File: config.mk
export PLATFORM = sky130hd
export DESIGN_NAME = uart_rx_fifo_receiver
export DESIGN_NICKNAME = d
export VERILOG_FILES = /design/src/rtl/uart_rx_fifo_receiver.sv
export SDC_FILE = /design/constraint.sdc
export NUM_CORES = 1
export LEC_CHECK = 0
export ABC_AREA = 0
export BUFFER_PORTS_ARGS = -buffer_cell sky130_fd_sc_hd__buf_2
export CAP_MARGIN = 30
export CORE_ASPECT_RATIO = 2
export CORE_MARGIN = 5
export CORE_UTILIZATION = 50
export CTS_CLUSTER_DIAMETER = 120
export DETAILED_ROUTE_END_ITERATION = 10
export HOLD_SLACK_MARGIN = 0.08
export PLACE_DENSITY_LB_ADDON = 0.15
export RECOVER_POWER = 100
export SLEW_MARGIN = 15
export SYNTH_ARGS = -nofsm -noshare
export SYNTH_HDL_FRONTEND = slang
export SYNTH_SLANG_ARGS = --single-unit
File: constraint.sdc
create_clock -name uart_rx_clk -period 2.92 [get_ports uart_rx_clk]
set_input_delay 0.438 -clock uart_rx_clk [delete_from_list [all_inputs] [get_ports uart_rx_clk]]
set_output_delay 0.438 -clock uart_rx_clk [all_outputs]
set_load 0.02 [all_outputs]
File: src/rtl/uart_rx_fifo_receiver.sv
// uart_rx_fifo_receiver: 8N1 UART receiver that queues received bytes in a FWFT FIFO.
//   uart_rx_clk   sole clock, rising edge
//   reset_n       asynchronous active-low reset
//   uart_rx_path  serial line, idle high, asynchronous to uart_rx_clk
//   fifo_rd_req   pop head byte (ignored while fifo_empty)
//   fifo_rd_data  head byte, valid while fifo_empty=0
//   fifo_empty    FIFO holds no bytes
//   fifo_full     FIFO holds 2**FIFO_AW bytes
//   fifo_count    number of bytes stored
//   frame_err     one-cycle pulse: stop bit sampled low
//   overflow      one-cycle pulse: good byte dropped because the FIFO was full
module uart_rx_fifo_receiver #(
   parameter logic [31:0] CLK_FREQ  = 32'd50_000_000,
   parameter logic [31:0] UART_BAUD = 32'd115200,
   parameter int          FIFO_AW   = 4
) (
   input  logic               uart_rx_clk,
   input  logic               reset_n,
   input  logic               uart_rx_path,
   input  logic               fifo_rd_req,
   output logic [7:0]         fifo_rd_data,
   output logic               fifo_empty,
   output logic               fifo_full,
   output logic [FIFO_AW:0]   fifo_count,
   output logic               frame_err,
   output logic               overflow
);
   localparam logic [31:0] BAUD_DIV = CLK_FREQ / UART_BAUD;
   localparam int          CW       = $clog2(BAUD_DIV);
   localparam int          DEPTH    = 2 ** FIFO_AW;
   localparam logic [CW-1:0] BAUD_LAST = CW'(BAUD_DIV - 32'd1);
   localparam logic [CW-1:0] HALF_LAST = CW'(BAUD_DIV / 32'd2 - 32'd1);

   typedef enum logic [2:0] {S_IDLE, S_START, S_DATA, S_STOP, S_BREAK} state_t;

   state_t             state_q, state_d;
   logic [1:0]         sync_q;
   logic [1:0]         settle_q;
   logic               armed_q, armed_d;
   logic [CW-1:0]      cnt_q, cnt_d;
   logic [2:0]         bit_q, bit_d;
   logic [7:0]         shift_q, shift_d;
   logic [FIFO_AW-1:0] wr_ptr_q, wr_ptr_d, rd_ptr_q, rd_ptr_d;
   logic [FIFO_AW:0]   count_q, count_d;
   logic               empty_q, empty_d, full_q, full_d;
   logic               ferr_q, ferr_d, ovf_q, ovf_d;
   logic               rx_s, push, pop;
   logic [7:0]         mem [DEPTH];

   assign rx_s = sync_q[1];
   assign pop  = fifo_rd_req && !empty_q;

   // After reset the receiver only arms once the synchroniser carries real
   // line samples showing idle-high, so a reset mid-frame cannot turn the
   // remainder of that frame into a false start bit.
   assign armed_d = armed_q || (settle_q[1] && rx_s);

   always_comb begin
      state_d = state_q;
      cnt_d   = cnt_q + CW'(1);
      bit_d   = bit_q;
      shift_d = shift_q;
      push    = 1'b0;
      ferr_d  = 1'b0;
      ovf_d   = 1'b0;
      case (state_q)
         S_IDLE: begin
            cnt_d = '0;
            if (armed_q && !rx_s) state_d = S_START;
         end
         S_START: if (cnt_q == HALF_LAST) begin
            cnt_d   = '0;
            bit_d   = '0;
            state_d = rx_s ? S_IDLE : S_DATA;
         end
         S_DATA: if (cnt_q == BAUD_LAST) begin
            cnt_d   = '0;
            shift_d = {rx_s, shift_q[7:1]};
            bit_d   = bit_q + 3'd1;
            if (bit_q == 3'd7) state_d = S_STOP;
         end
         S_STOP: if (cnt_q == BAUD_LAST) begin
            cnt_d   = '0;
            state_d = rx_s ? S_IDLE : S_BREAK;
            // A simultaneous pop frees a slot, so a full FIFO still accepts the byte.
            push    = rx_s && (!full_q || pop);
            ovf_d   = rx_s && full_q && !pop;
            ferr_d  = !rx_s;
         end
         S_BREAK: begin
            cnt_d = '0;
            if (rx_s) state_d = S_IDLE;
         end
         default: state_d = S_IDLE;
      endcase
   end

   always_comb begin
      wr_ptr_d = wr_ptr_q + FIFO_AW'(push);
      rd_ptr_d = rd_ptr_q + FIFO_AW'(pop);
      count_d  = count_q + (FIFO_AW+1)'(push) - (FIFO_AW+1)'(pop);
      empty_d  = count_d == '0;
      full_d   = count_d == (FIFO_AW+1)'(DEPTH);
   end

   always_ff @(posedge uart_rx_clk or negedge reset_n) begin
      if (!reset_n) begin
         sync_q   <= 2'b11;
         settle_q <= 2'b00;
         armed_q  <= 1'b0;
         state_q  <= S_IDLE;
         cnt_q    <= '0;
         bit_q    <= '0;
         shift_q  <= '0;
         wr_ptr_q <= '0;
         rd_ptr_q <= '0;
         count_q  <= '0;
         empty_q  <= 1'b1;
         full_q   <= 1'b0;
         ferr_q   <= 1'b0;
         ovf_q    <= 1'b0;
      end else begin
         sync_q   <= {sync_q[0], uart_rx_path};
         settle_q <= {settle_q[0], 1'b1};
         armed_q  <= armed_d;
         state_q  <= state_d;
         cnt_q    <= cnt_d;
         bit_q    <= bit_d;
         shift_q  <= shift_d;
         wr_ptr_q <= wr_ptr_d;
         rd_ptr_q <= rd_ptr_d;
         count_q  <= count_d;
         empty_q  <= empty_d;
         full_q   <= full_d;
         ferr_q   <= ferr_d;
         ovf_q    <= ovf_d;
      end
   end

   always_ff @(posedge uart_rx_clk) begin
      if (push) mem[wr_ptr_q] <= shift_q;
   end

   assign fifo_rd_data = empty_q ? 8'h00 : mem[rd_ptr_q];
   assign fifo_empty   = empty_q;
   assign fifo_full    = full_q;
   assign fifo_count   = count_q;
   assign frame_err    = ferr_q;
   assign overflow     = ovf_q;
endmodule

* After elaboration in Yosys (flattened, before gate mapping) *
Memory sizes are Yosys's and may differ from the RTL's.
Index checks and enable logic that the tools add are counted.

word-level totals
  bits in writable memories = 128
  bits of input ports = 4
  register bits after elaboration = 45
  output and inout port bits = 17
  memories kept = 1
  logic and storage cells = 79

operators by class
  add/sub/neg operators = 6
  multiplexer cells = 24
  reductions and logical operators = 20
  equal/unequal tests = 14

memories
  name  depth  width  read ports  clocked after Yosys merged registers in  wr ports  RTL line  source
  mem   16     8      1           0                                        1         48        logic [7:0] mem [DEPTH];

operator list
  cell                                            number
  two-way mux 3 bit                               9
  one-hot mux 9 bit (3 select lines)              1
  two-way mux 9 bit                               2
  one-hot mux 3 bit (5 select lines)              1
  != test 2 bit (second input constant)           6
  adder 9 x 1 -> 9 bit (second input constant)    1
  == test 9 x 8 -> 1 bit (second input constant)  1
  == test 9 bit (second input constant)           1
  adder 4 x 1 -> 4 bit                            2
  two-way mux 1 bit                               8
  two-way mux 8 bit                               1
  == test 3 x 2 -> 1 bit (second input constant)  2
  == test 3 bit (second input constant)           2
  logical AND 1 bit                               6
  one-hot mux 3 bit (2 select lines)              1
  AND reduction 6 bit                             1
  adder 5 x 1 -> 5 bit                            1
  == test 5 bit (second input constant)           1
  zero test 5 bit                                 1
  subtractor 5 x 1 -> 5 bit                       1
  zero test 1 bit                                 4
  OR reduction 2 bit                              2
  adder 3 x 1 -> 3 bit (second input constant)    1
  == test 3 x 1 -> 1 bit (second input constant)  1
  other kinds (6)                                 7

* Longest topological paths before layout *
  word-level depth = 9
  gate-level depth with buffers = 13
  gate-level depth less buffers = 13

* Worst setup path after synthesis *
No wires, ideal clock.

  path kind = reg2reg
  start point = reg cnt_q[1]
  end point = reg full_q, in the netlist fifo_full
  path slack = -0.071 ns
  library setup time = 0.088 ns
  buffers on the path = 0
  clock period less this slack = 2.991 ns
  arrival = 2.903 ns
  stages on the path, launching flop included = 14
  data required time = 2.832 ns
  cells stage by stage = dfrtp_1 -> inv_1 -> ha_1 -> nand4b_1 -> nor4b_4 -> nand2_4 -> ha_1 -> inv_1 -> ha_1 -> fa_1 -> a21o_1 -> a21oi_1 -> xnor2_1 -> nor3b_1

on the way
  word-level cells in the longest chain between the ends = 6

RTL lines
  item                       RTL line  source
  start, declared            40        logic [CW-1:0] cnt_q, cnt_d;
  start signal, assigned     127       cnt_q <= cnt_d;
  == test 9 bit              82        S_STOP: if (cnt_q == BAUD_LAST) begin
  two-way mux 1 bit          82
  two-way mux 1 bit          66        case (state_q)
  adder 5 x 1 -> 5 bit       101       count_d = count_q + (FIFO_AW+1)'(push) - (FIFO_AW+1)'(pop);
  subtractor 5 x 1 -> 5 bit  101
  named net count_d[4]       44        logic [FIFO_AW:0] count_q, count_d;
  == test 5 bit              103       full_d = count_d == (FIFO_AW+1)'(DEPTH);
  named net full_d           45        logic empty_q, empty_d, full_q, full_d;
  end signal, assigned       134       full_q <= full_d;
  end, declared              45

The timed path passes the listed nets, and every way through them passes these cells.
A chain may end at the register's enable or synchronous reset.

* Worst setup path in the final report *
  start point = reg sync_q[1]
  end point = reg full_q, in the netlist fifo_full

on the way
  word-level cells in the longest chain between the ends = 6

RTL lines
  item                       RTL line  source
  start, declared            37        logic [1:0] sync_q;
  start signal, assigned     123       sync_q <= {sync_q[0], uart_rx_path};
  logical AND 1 bit          86        push = rx_s && (!full_q || pop);
  two-way mux 1 bit          82
  two-way mux 1 bit          66
  adder 5 x 1 -> 5 bit       101
  subtractor 5 x 1 -> 5 bit  101
  named net count_d[4]       44
  == test 5 bit              103
  named net full_d           45

The timed path passes the listed nets, and every way through them passes these cells.

==> results.ini <==
[outcome]
status=complete, but fails checks
violations=setup timing

[floorplanning]
pin_count=21
core-area_um2=14200
die_outline_width_um=94.7
fp-row-count=62
chip_height_um=179
floorplan.die_area_um2=17000
initial_utilization=0.505

[place]
quantity_of_i_o_buffers_inserted_on_ports=20
gp_congestion=0.764
post_dp_cell_area_um2=7760
detailedPlace.worstSlack_ns=-0.180
detailedPlacementHpwl_um=9680

[power]
ir_worst_vdd_mv=0.702
power_density_nw_per_um2=828
static-leakage-power_nw=3.51

[synth]
synth_cell_type_count=56
synth.yosys.seq_area_share=0.693
synth-async-reset-ratio=0.260
netlist_top_cells_count=edfxtp_1, dfrtp_1, mux2i_1
synth-edff-count=128
synth_top_cells_by_area=edfxtp_1, dfrtp_1, mux4_2
synth-seq-cells=173
postSynthCellCount=426
cell_with_the_most_instances_after_synthesis=edfxtp_1
share_of_yosys_cell_area_claimed_by_the_top_area_cell_type=0.536
synth_top_area_cell=edfxtp_1
synth_top_flop_cell=edfxtp_1
ys_warn_count=0
syn_avg_cell_area_um2=16.8
synth.net_count=445
synth.cell_area_um2=7170

[critical_path]
crit_path_end=fifo_full
crit-reg2reg-launch=sync_q[1]
critical_path.startpoint_type=register
criticalPathCategory=register to register
reg2regPathDepth=12
setup.reg_to_reg.worst_slack_ns=-0.02
worst_r2r_endpoint=fifo_full
worstPathRequired_ns=3.26
path_max_fanout=7
worst-endpoint-arrival_ns=3.28
worst_setup_path_startpoint=sync_q[1]
critical_path.endpoint_type=register

[sta]
period_minus_slack_ns=2.94
post_route_fraction_of_the_period_consumed_by_the_critical_path=1.01
finalSetupViolations=1
rsz_0062_raised_after_global_routing=yes
fmaxAchievable_ghz=0.340
final.hold.worst_slack_ns=0.121
finalClockSkew_ns=0.0122
timing_worst_slew_pin_value_ns=0.807
worst_slack_ns=-0.0204
maxSlewViolCount=0
relSlewSlack=0.462
finalHoldViolations=0

[global_route]
wire_length_of_the_first_global_routing_pass_um=23100
antenna_found_initial=0
grt_pass1_vias=4245
grt_use_total=0.185
grt_start_max_net_pins=43
grt_remaining_overflow=0

[final_layout]
nFillCells=1096
signed_area_change_from_the_synthesized_netlist_to_the_final_layout_pct=17.2
antennaDiodeCount=0
layout.nets=512
finish.instance_area_um2=8400
post_route_cells_drive_above_1_share=0.273

[detailed_routing]
wirelength_um=14100
route.detailed.wl_per_inst_um=20.2
drc=0
first_pass_iters=4
first_iter_violations=224
postRouteAntennaNets=0
num_vias=3885
via_per_inst=5.57

[clock_tree]
worstSkewPairLatency_ns=0.42
clk_root_buffer_cell=clkbuf_16
numCtsBuffers=17
clock_tree_from_tritoncts=done
clock_tree_buffer_depth=2
clock-sinks=173
max_h_tree_level=4
cts.clk_slew.worst_paths_ns=0.07

[run]
number_of_max_capacitance_violations_reported=0

[hold_path]
hold_path.class=input pin to register
min_from=uart_rx_path

==> where the power goes <==
group          switching, mW  total [mW]  internal, mW
clock                  0.967        2.17          1.21
combinational          0.983        1.81         0.831
sequential             0.220        2.97          2.75
total                   2.17        6.96          4.79
==> worst min path at each step <==
stage / endpoint / slack (ns) / cells after the start
6_report: sync_q[0] / 0.12 / 1
2_1_floorplan: armed_q / 0.14 / 0
5_1_grt: sync_q[0] / 0.1 / 1
3_3_place_gp: settle_q[1] / 0.34 / 0
4_1_cts: sync_q[0] / 0.1 / 1
3_5_place_dp: settle_q[1] / 0.34 / 0
==> what timing repair did <==
action                     4_1_cts  5_1_grt
setup endpoints to repair        2        7
pin swaps                        7        1
gates resized for setup          5        4
buffers inserted                 6        1
hold endpoints to repair        13        0
hold buffers                     1        0
==> cell usage in the layout (no fill, tap or decap), types with 3 or more instances in the layout <==
cell and instances:
xor2_1 5, o22ai_1 8, mux2i_1 28, nor2b_1 11, nor3_1 4, a211oi_1 6, nand2_1 11, ha_1 11
or2_2 3, a22oi_1 6, mux4_2 19, a21o_1 4, ha_4 3, dfrtp_1 40, xnor2_1 9, inv_6 6
nand3_1 9, nor4_2 3, buf_4 43, buf_2 10, mux2_1 8, nor2_1 24, clkbuf_16 17, edfxtp_1 128
inv_1 7, clkbuf_1 10, a21oi_1 4, inv_2 3, nand2b_1 8
==> cell type report <==
| class | count | area, µm² | area share |
|---|---|---|---|
| timing repair buffer | 66 | 445 | 0.0530 |
| sequential | 173 | 4980 | 0.592 |
| inverter | 10 | 37.5 | 0.00447 |
| clock inverter | 15 | 155 | 0.0185 |
| multi-input combinational | 225 | 2120 | 0.252 |
| clock buffer | 17 | 425 | 0.0506 |
| tap | 192 | 240 | 0.0286 |
==> sequential cells by signal, summed over array words and instances (netlist names) <==
register	count
frame_err	1
state_q	3
armed_q	1
overflow	1
cnt_q	9
sync_q	2
settle_q	2
shift_q	8
rd_ptr_q	4
mem	128
fifo_count	5
wr_ptr_q	4
bit_q	3
fifo_full	1
fifo_empty	1
==> worst max-delay path, cell delays in order, from the launching register on <==
cell	delay, ns
dfstp_1	0.64
inv_1	0.12
nor4b_4	0.28
buf_4	0.18
nand2_4	0.06
ha_4	0.26
inv_2	0.04
ha_4	0.15
fa_2	0.35
a21o_1	0.21
a21oi_2	0.18
xnor2_2	0.16
nor3b_2	0.23
==> cell families after synthesis <==
kind of cell / Yosys count / synth area share
multiplexers: 57 / 0.114
buffers and inverters: 28 / 0.0185
adder cells (fa/ha/maj): 15 / 0.0272
AO/OA/AOI/OAI: 37 / 0.0368
XOR/XNOR: 15 / 0.0183
other: 1 / 0.000523
AND/OR/NAND/NOR: 100 / 0.0909
flip-flops: 173 / 0.693
==> layer usage <==
layer	up-vias	global-route usage	wire length [µm]
li1	1781	-	-
met1	2005	0.231	5810
met2	79	0.320	7650
met3	20	0.0309	340
met4	0	0.0711	300
met5	-	0	0
==> per-stage QoR <==
stage                util  power [mW]  std cells    TNS, ns
floorplan               -        4.17        426    -0.0581
global placement    0.545        4.61        657          0
detailed placement  0.547        4.71        658     -0.309
CTS                 0.593        7.00        697  -0.000149
global route        0.592        7.28        698     -0.208
finish              0.592        6.96        698    -0.0204
Power figures use the tool's default switching activity.
